### src/rtl/priority_disp_pkg.sv
// Shared constants for the priority decode/display slice: seven-segment glyphs,
// BCD counter geometry and history depth.
package priority_disp_pkg;

    localparam int BCD_W      = 4;
    localparam int BCD_DIGITS = 4;
    localparam int HIST_DEPTH = 4;

    typedef logic [BCD_W-1:0] bcd_digit_t;
    typedef logic [2:0]       code_t;

    // Segment order is {a,b,c,d,e,f,g,dp}, bit7 = a, active-high.
    localparam logic [7:0] SEG_0     = 8'hFC;
    localparam logic [7:0] SEG_1     = 8'h60;
    localparam logic [7:0] SEG_2     = 8'hDA;
    localparam logic [7:0] SEG_3     = 8'hF2;
    localparam logic [7:0] SEG_4     = 8'h66;
    localparam logic [7:0] SEG_5     = 8'hB6;
    localparam logic [7:0] SEG_6     = 8'hBE;
    localparam logic [7:0] SEG_7     = 8'hE0;
    localparam logic [7:0] SEG_8     = 8'hFE;
    localparam logic [7:0] SEG_9     = 8'hF6;
    localparam logic [7:0] SEG_BLANK = 8'h00;
    localparam logic [7:0] DP_MASK   = 8'h01;

endpackage

### src/rtl/seg7_digit_encode.sv
// Combinational glyph lookup for one seven-segment digit; blank wins over
// both the glyph and the decimal point.
module seg7_digit_encode
    import priority_disp_pkg::*;
(
    input  logic [BCD_W-1:0] value,
    input  logic             blank,
    input  logic             dp,
    output logic [7:0]       seg
);

    logic [7:0] glyph;

    always_comb begin
        case (value)
            4'd0:    glyph = SEG_0;
            4'd1:    glyph = SEG_1;
            4'd2:    glyph = SEG_2;
            4'd3:    glyph = SEG_3;
            4'd4:    glyph = SEG_4;
            4'd5:    glyph = SEG_5;
            4'd6:    glyph = SEG_6;
            4'd7:    glyph = SEG_7;
            4'd8:    glyph = SEG_8;
            4'd9:    glyph = SEG_9;
            default: glyph = SEG_BLANK;
        endcase
        if (blank) begin
            seg = SEG_BLANK;
        end else begin
            seg = glyph | (dp ? DP_MASK : SEG_BLANK);
        end
    end

endmodule

### src/rtl/priority_decode_display.sv
// Receive end of the priority-encoder path: decodes accepted codes to a one-hot
// LED pattern and scans code history (right bank) and a BCD accept count (left bank).
module priority_decode_display
    import priority_disp_pkg::*;
#(
    parameter int SCAN_DIV = 100000
)
(
    input  logic       clk,
    input  logic       rst,
    input  logic       n_EN,
    input  logic [2:0] code_in,
    input  logic       code_valid,
    output logic [7:0] dec_led,
    output logic [7:0] a_to_g_left,
    output logic [7:0] a_to_g_right,
    output logic [3:0] leftseg,
    output logic [3:0] rightseg
);

    localparam logic [19:0] PRE_LAST = 20'(SCAN_DIV - 1);

    code_t                 held_code;
    logic                  hold_valid;
    code_t                 hist       [HIST_DEPTH];
    logic [HIST_DEPTH-1:0] hist_valid;
    bcd_digit_t            bcd        [BCD_DIGITS];
    bcd_digit_t            bcd_next   [BCD_DIGITS];
    logic                  bcd_carry;
    logic [19:0]           prescaler;
    logic [1:0]            scan_idx;
    logic                  accept;

    bcd_digit_t            right_value;
    logic                  right_blank;
    logic                  right_dp;
    logic [7:0]            right_seg;
    logic [7:0]            left_seg;

    assign accept = code_valid && !n_EN;

    // Ripple-carry decimal increment; 9999 rolls over to 0000 naturally.
    always_comb begin
        bcd_carry = 1'b1;
        for (int i = 0; i < BCD_DIGITS; i++) begin
            bcd_next[i] = bcd[i];
            if (bcd_carry) begin
                if (bcd[i] == 4'd9) begin
                    bcd_next[i] = '0;
                end else begin
                    bcd_next[i] = bcd[i] + 4'd1;
                    bcd_carry   = 1'b0;
                end
            end
        end
    end

    always_ff @(posedge clk) begin
        if (rst) begin
            held_code  <= '0;
            hold_valid <= 1'b0;
            hist_valid <= '0;
            for (int i = 0; i < HIST_DEPTH; i++) hist[i] <= '0;
            for (int i = 0; i < BCD_DIGITS; i++) bcd[i] <= '0;
        end else if (accept) begin
            held_code  <= code_in;
            hold_valid <= 1'b1;
            hist[0]    <= code_in;
            for (int i = 1; i < HIST_DEPTH; i++) hist[i] <= hist[i-1];
            hist_valid <= {hist_valid[HIST_DEPTH-2:0], 1'b1};
            for (int i = 0; i < BCD_DIGITS; i++) bcd[i] <= bcd_next[i];
        end
    end

    // Scan keeps running while disabled so re-enable resumes mid-cycle.
    always_ff @(posedge clk) begin
        if (rst) begin
            prescaler <= '0;
            scan_idx  <= '0;
        end else if (prescaler == PRE_LAST) begin
            prescaler <= '0;
            scan_idx  <= scan_idx + 2'd1;
        end else begin
            prescaler <= prescaler + 20'd1;
        end
    end

    assign right_value = {1'b0, hist[scan_idx]};
    assign right_blank = !hist_valid[scan_idx];
    assign right_dp    = (scan_idx == 2'd0);

    seg7_digit_encode u_right_enc (
        .value (right_value),
        .blank (right_blank),
        .dp    (right_dp),
        .seg   (right_seg)
    );

    seg7_digit_encode u_left_enc (
        .value (bcd[scan_idx]),
        .blank (1'b0),
        .dp    (1'b0),
        .seg   (left_seg)
    );

    always_ff @(posedge clk) begin
        if (rst || n_EN) begin
            dec_led      <= '0;
            a_to_g_left  <= '0;
            a_to_g_right <= '0;
            leftseg      <= '0;
            rightseg     <= '0;
        end else begin
            dec_led      <= hold_valid ? (8'd1 << held_code) : 8'd0;
            a_to_g_left  <= left_seg;
            a_to_g_right <= right_seg;
            leftseg      <= 4'd1 << scan_idx;
            rightseg     <= 4'd1 << scan_idx;
        end
    end

endmodule

### config.mk
export PLATFORM = sky130hd
export DESIGN_NAME = priority_decode_display
export DESIGN_NICKNAME = d
export VERILOG_FILES = /design/src/rtl/priority_disp_pkg.sv /design/src/rtl/seg7_digit_encode.sv /design/src/rtl/priority_decode_display.sv
export SDC_FILE = /design/constraint.sdc
export NUM_CORES = 1
export LEC_CHECK = 0
export BUFFER_PORTS_ARGS = -buffer_cell sky130_fd_sc_hd__buf_2
export CELL_PAD_IN_SITES_DETAIL_PLACEMENT = 1
export CELL_PAD_IN_SITES_GLOBAL_PLACEMENT = 2
export CORE_ASPECT_RATIO = 0.9
export CORE_MARGIN = 2
export CORE_UTILIZATION = 34
export DETAILED_ROUTE_END_ITERATION = 12
export PLACE_DENSITY_LB_ADDON = 0.25
export SYNTH_ARGS = -nofsm -noshare
export SYNTH_HDL_FRONTEND = slang
export SYNTH_SLANG_ARGS = --single-unit
### constraint.sdc
create_clock -name clk -period 1.93 [get_ports clk]
set_input_delay 0.386 -clock clk [delete_from_list [all_inputs] [get_ports clk]]
set_output_delay 0.386 -clock clk [all_outputs]
set_load 0.02 [all_outputs]
# Yosys cells after proc, flatten, opt, wreduce, memory -nomap -nowiden
# Memories as Yosys holds them, arrays and structs flattened. A register that Yosys moved wholly into a read port is not among the register bits.
# Index checks and enable logic that the tools add are counted.
# totals
out_inout_bits	32
mem_count	4
rom_bits	224
reg_bits	58
wordCells	77
mem_bits_rw	28
# op_classes
bitwise	11
n_addsub	6
magnitude_cmp	1
eq_ne	5
n_reduce_logical	7
n_shift	2
mux	32
# memory_table
memory	words	width	rd	rd_ports_with_merged_regs	write_ports	line	rtl
(no name shown)	16	7	1	1	0	seg7_digit_encode.sv:15	case (value)
(no name shown)	16	7	1	0	0	seg7_digit_encode.sv:15	
bcd	4	4	5	1	4	priority_decode_display.sv:27	bcd_digit_t bcd [BCD_DIGITS];
hist	4	3	4	1	4	priority_decode_display.sv:25	code_t hist [HIST_DEPTH];
# op_table
operator	n
4-bit 2-to-1 mux	11
20-bit by 1-bit adder with 20-bit output (second input constant)	1
20-bit by 17-bit == test with 1-bit output (second input constant)	1
4-bit by 1-bit adder with 4-bit output (second input constant)	4
4-bit == test (second input constant)	4
1-bit 2-to-1 mux	12
3-bit 2-to-1 mux	4
2-bit 2-to-1 mux	4
1-bit bitwise OR	8
8-bit bitwise OR	1
1-bit by 3-bit left shift with 8-bit output (first input constant)	1
2-bit OR reduction	3
1-bit by 2-bit left shift with 4-bit output (first input constant)	1
2-bit by 3-bit < comparator with 1-bit output (second input constant)	1
2-bit by 1-bit adder with 2-bit output (second input constant)	1
1-bit binary-select mux with 2-bit select	1
2-bit zero test	1
1-bit NOT	2
1-bit logical AND	1
1-bit zero test	1
1-bit logical OR	1

# Longest topological paths before layout
# An unclocked memory read counts as a cell.
# logic_depth
depth_word	7
ltp_mapped	8
depth_no_buf	7

# Cells and area by module
# From an unflattened synthesis, not the netlist that was laid out.
# unflattened
cells_unflattened	399
hier_area_um2	4185.3
# modules_own_cells
mod	area_each_um2	instances	cells_per_inst
priority_decode_display	3697.3	1	331
seg7_digit_encode	244.0	2	34

# Worst setup path before layout
# OpenSTA, ideal clock, no wires.
# synth_path
path_kind	reg2reg
startpoint	reg (tool-made name)
endpoint	reg a_to_g_left[2]
path_slack_ps	-90
period_less_slack_ps	2020
path_stages_with_launch	9
arrival_time_ps	1956
cell_sequence	dfxtp_1 > clkbuf_1 > mux4_2 > inv_1 > ha_1 > inv_1 > mux2_2 > o22a_1 > nor2_1
# synth_rtl
item	line	rtl
to (decl)	priority_decode_display.sv:15	output logic [7:0] a_to_g_left,

==> results.md <==
- Status: finished, final reports clean
- GR Overflow Total: 0
- FMAX: 547 MHz
- Post-route cell area: 0.00485 mm^2
- Worst skew pair latency: 350 ps
- Worst setup SP type: register
- Final Net Count: 474
- Critical path fanouts, max: 3
- Largest net degree at the start of global routing: 18
- IO buf count: 37
- Die area: 0.0124 mm^2
- Worst Skew: 7.66 ps
- Launch point of the worst path: prescaler[8]
- Avg Cell Area, Syn: 10.4 um^2
- Yosys cell types: 44
- PwrDens: 834 mW/mm^2
- DP Worst Slack: 41.8 ps
- Final Max Tran Viols: 0
- Number of max-cap violations: 0
- Synth Cell Area: 0.00392 mm^2
- Share of cells above drive strength 1: 26.9%
- CTS HTree Levels: 3
- WP data required: 2150 ps
- CTS tree: yes
- Antenna-violating nets left: 0
- Num ports: 39
- Util after Layout: 42.7%
- Vias: 2,907
- Ant diodes: 0
- Number of flops mapped to enable cells by yosys: 28
- Rows: 37
- Fillers: 1,276
- Layout area overhead: 23.6%
- Synth Flop Type: dfxtp_1
- Pre-antenna DRT Iters: 4
- Synth cell count leaders: 58 x dfxtp_1, 53 x nor2_1, 28 x edfxtp_1
- Chip width: 117 um
- Routed len/inst: 14.5 um
- Synth Register Bits: 86
- RR Startpoint: prescaler[8]
- Synth Instances: 376
- Reg2reg setup slack: 100 ps
- Synth warn: 0
- Initial antenna violation count: 0
- Static leakage: 2.00 nW
- Post-layout minimum cycle time: 1830 ps
- Clock-pin slew on the worst setup and hold paths: 70 ps
- Detailed Place HPWL: 6620 um
- CTS buffer count: 9
- Worst Hold Class: input port to register
- Clock sink total: 86
- Gpl congestion: 0.788
- Hold-fix buffers, CTS: 0
- Register area share after synthesis: 51.0%
- Max Buffers Root-to-Sink: 2
- Synth top area cells: dfxtp_1 30%, edfxtp_1 21%, ha_1 7.0%
- Core area: 0.0113 mm^2
- Tcrit/Tclk final: 94.7%
- Hold Violations, Final: 0
- Clock Tree Root: clkbuf_16
- Syn Nets: 405
- Cell depth of the worst flop-to-flop path: 4
- Post-synth top area share: 29.6%
- DRC: 0
- First-pass GRT wire length: 14,600 um
- Placed Area: 0.00452 mm^2
- Top-count cell post-synth: dfxtp_1
- RSZ-0062 raised after global routing: false
- FFs w/ async S/R, synth: 0%
- Starting density of the core: 34.6%
- Critical path class: register to register
- Setup WS post-layout: 103 ps
- Maximum vdd drop: 445 uV
- CP Data Arrival Time: 2050 ps
- Via/cell ratio: 4.80
- Worst setup EP type: register
- Routed WL: 8810 um
- # setup viols final: 0
- Die Y: 106 um
- Fin Setup TNS: 0 ps
- Vias in the first global route: 2,829
- Drt initial violations: 110
- GR Util All Layers: 15.5%
- Area leader, netlist: dfxtp_1
## worst max-delay path: stages (launching register included)
cell	delay, ps
dfxtp_1	330
or4_1	540
or4_4	570
o21ai_2	150
a21oi_1	110
## registers in the layout, indices dropped and copies added, names as in the netlist, 3 cells and up, named ones only
register	count
dec_led	8
a_to_g_right	8
prescaler	20
bcd	16
hist_valid	4
a_to_g_left	7
hist	12
rightseg	4
held_code	3
## per-stage QoR
step / cells / total power [W] / hold slack (ps)
detailed placement: 589 / 0.00236 / 465
CTS: 605 / 0.00411 / 378
global placement: 589 / 0.00235 / 445
finish: 606 / 0.00404 / 397
floorplan: 376 / 0.00222 / 429
global route: 606 / 0.00422 / 391
## placed cells by master, fill, tap and decap left out, drive strengths merged, types with 4 or more instances in the layout
cell type	Yosys	layout
ha	22	22
o21ai	10	10
nor4	4	4
nand3	8	8
clkbuf	7	11
or4	9	9
o31ai	5	5
inv	19	21
mux4	8	8
xnor2	12	12
nor3b	5	5
nor3	7	7
a21oi	24	24
and3	14	14
nand4	6	6
buf	11	76
mux2i	5	5
or3	4	4
nand2	25	25
a21o	5	5
edfxtp	28	28
nor2	53	53
mux2	7	7
dfxtp	58	58
## repair_timing
action,4_1_cts,5_1_grt
resized for setup,0,10
setup endpoints to repair,0,20
setup buffers,0,1
## how the worst min path moves through the flow
stage / from / cells past startpoint / slack, ps / endpoint
after floorplan: prescaler[0] / 1 / 430 / prescaler[0]
after global placement: prescaler[0] / 1 / 450 / prescaler[0]
after detailed placement: prescaler[0] / 1 / 470 / prescaler[0]
after CTS: code_in[1] / 3 / 380 / held_code[1]
after global routing: code_in[1] / 2 / 390 / hist[0][1]
final: code_in[1] / 3 / 400 / held_code[1]
## report_power, final
part | switching (W) | internal, W
clock | 0.000716 | 0.00101
combinational | 0.000192 | 0.000153
sequential | 0.0000401 | 0.00193
total | 0.000949 | 0.00309
## metal layers
metal | wire length (um) | global-route usage (%) | vias up
li1 | - | - | 1458
met1 | 4440 | 21.3 | 1394
met2 | 3890 | 22.8 | 42
met3 | 322 | 5.13 | 13
met4 | 158 | 5.46 | 0
met5 | 0 | 0 | -
## area by class of cell
class | count | area, um^2 | share of cell area [%]
sequential | 86 | 2000 | 41.3
clock inverter | 5 | 58.8 | 1.21
tap | 156 | 195 | 4.03
clock buffer | 11 | 233 | 4.80
inverter | 19 | 71.3 | 1.47
timing repair buffer | 76 | 503 | 10.4
multi-input combinational | 253 | 1780 | 36.8
## cells by family (layout without fill, tap and decap cells)
group           count (synthesis)  after routing  synth area share [%]
other cells                     1              1                0.0956
compound gates                 52             52                  8.04
fa+ha+maj                      22             22                  7.02
mux                            20             20                  7.88
buf+inv                        37            111                  4.34
xor+xnor                       15             15                  3.35
simple gates                  143            143                  18.3
flops                          86             86                  51.0
Note: power is estimated with default switching activity, not from simulation.
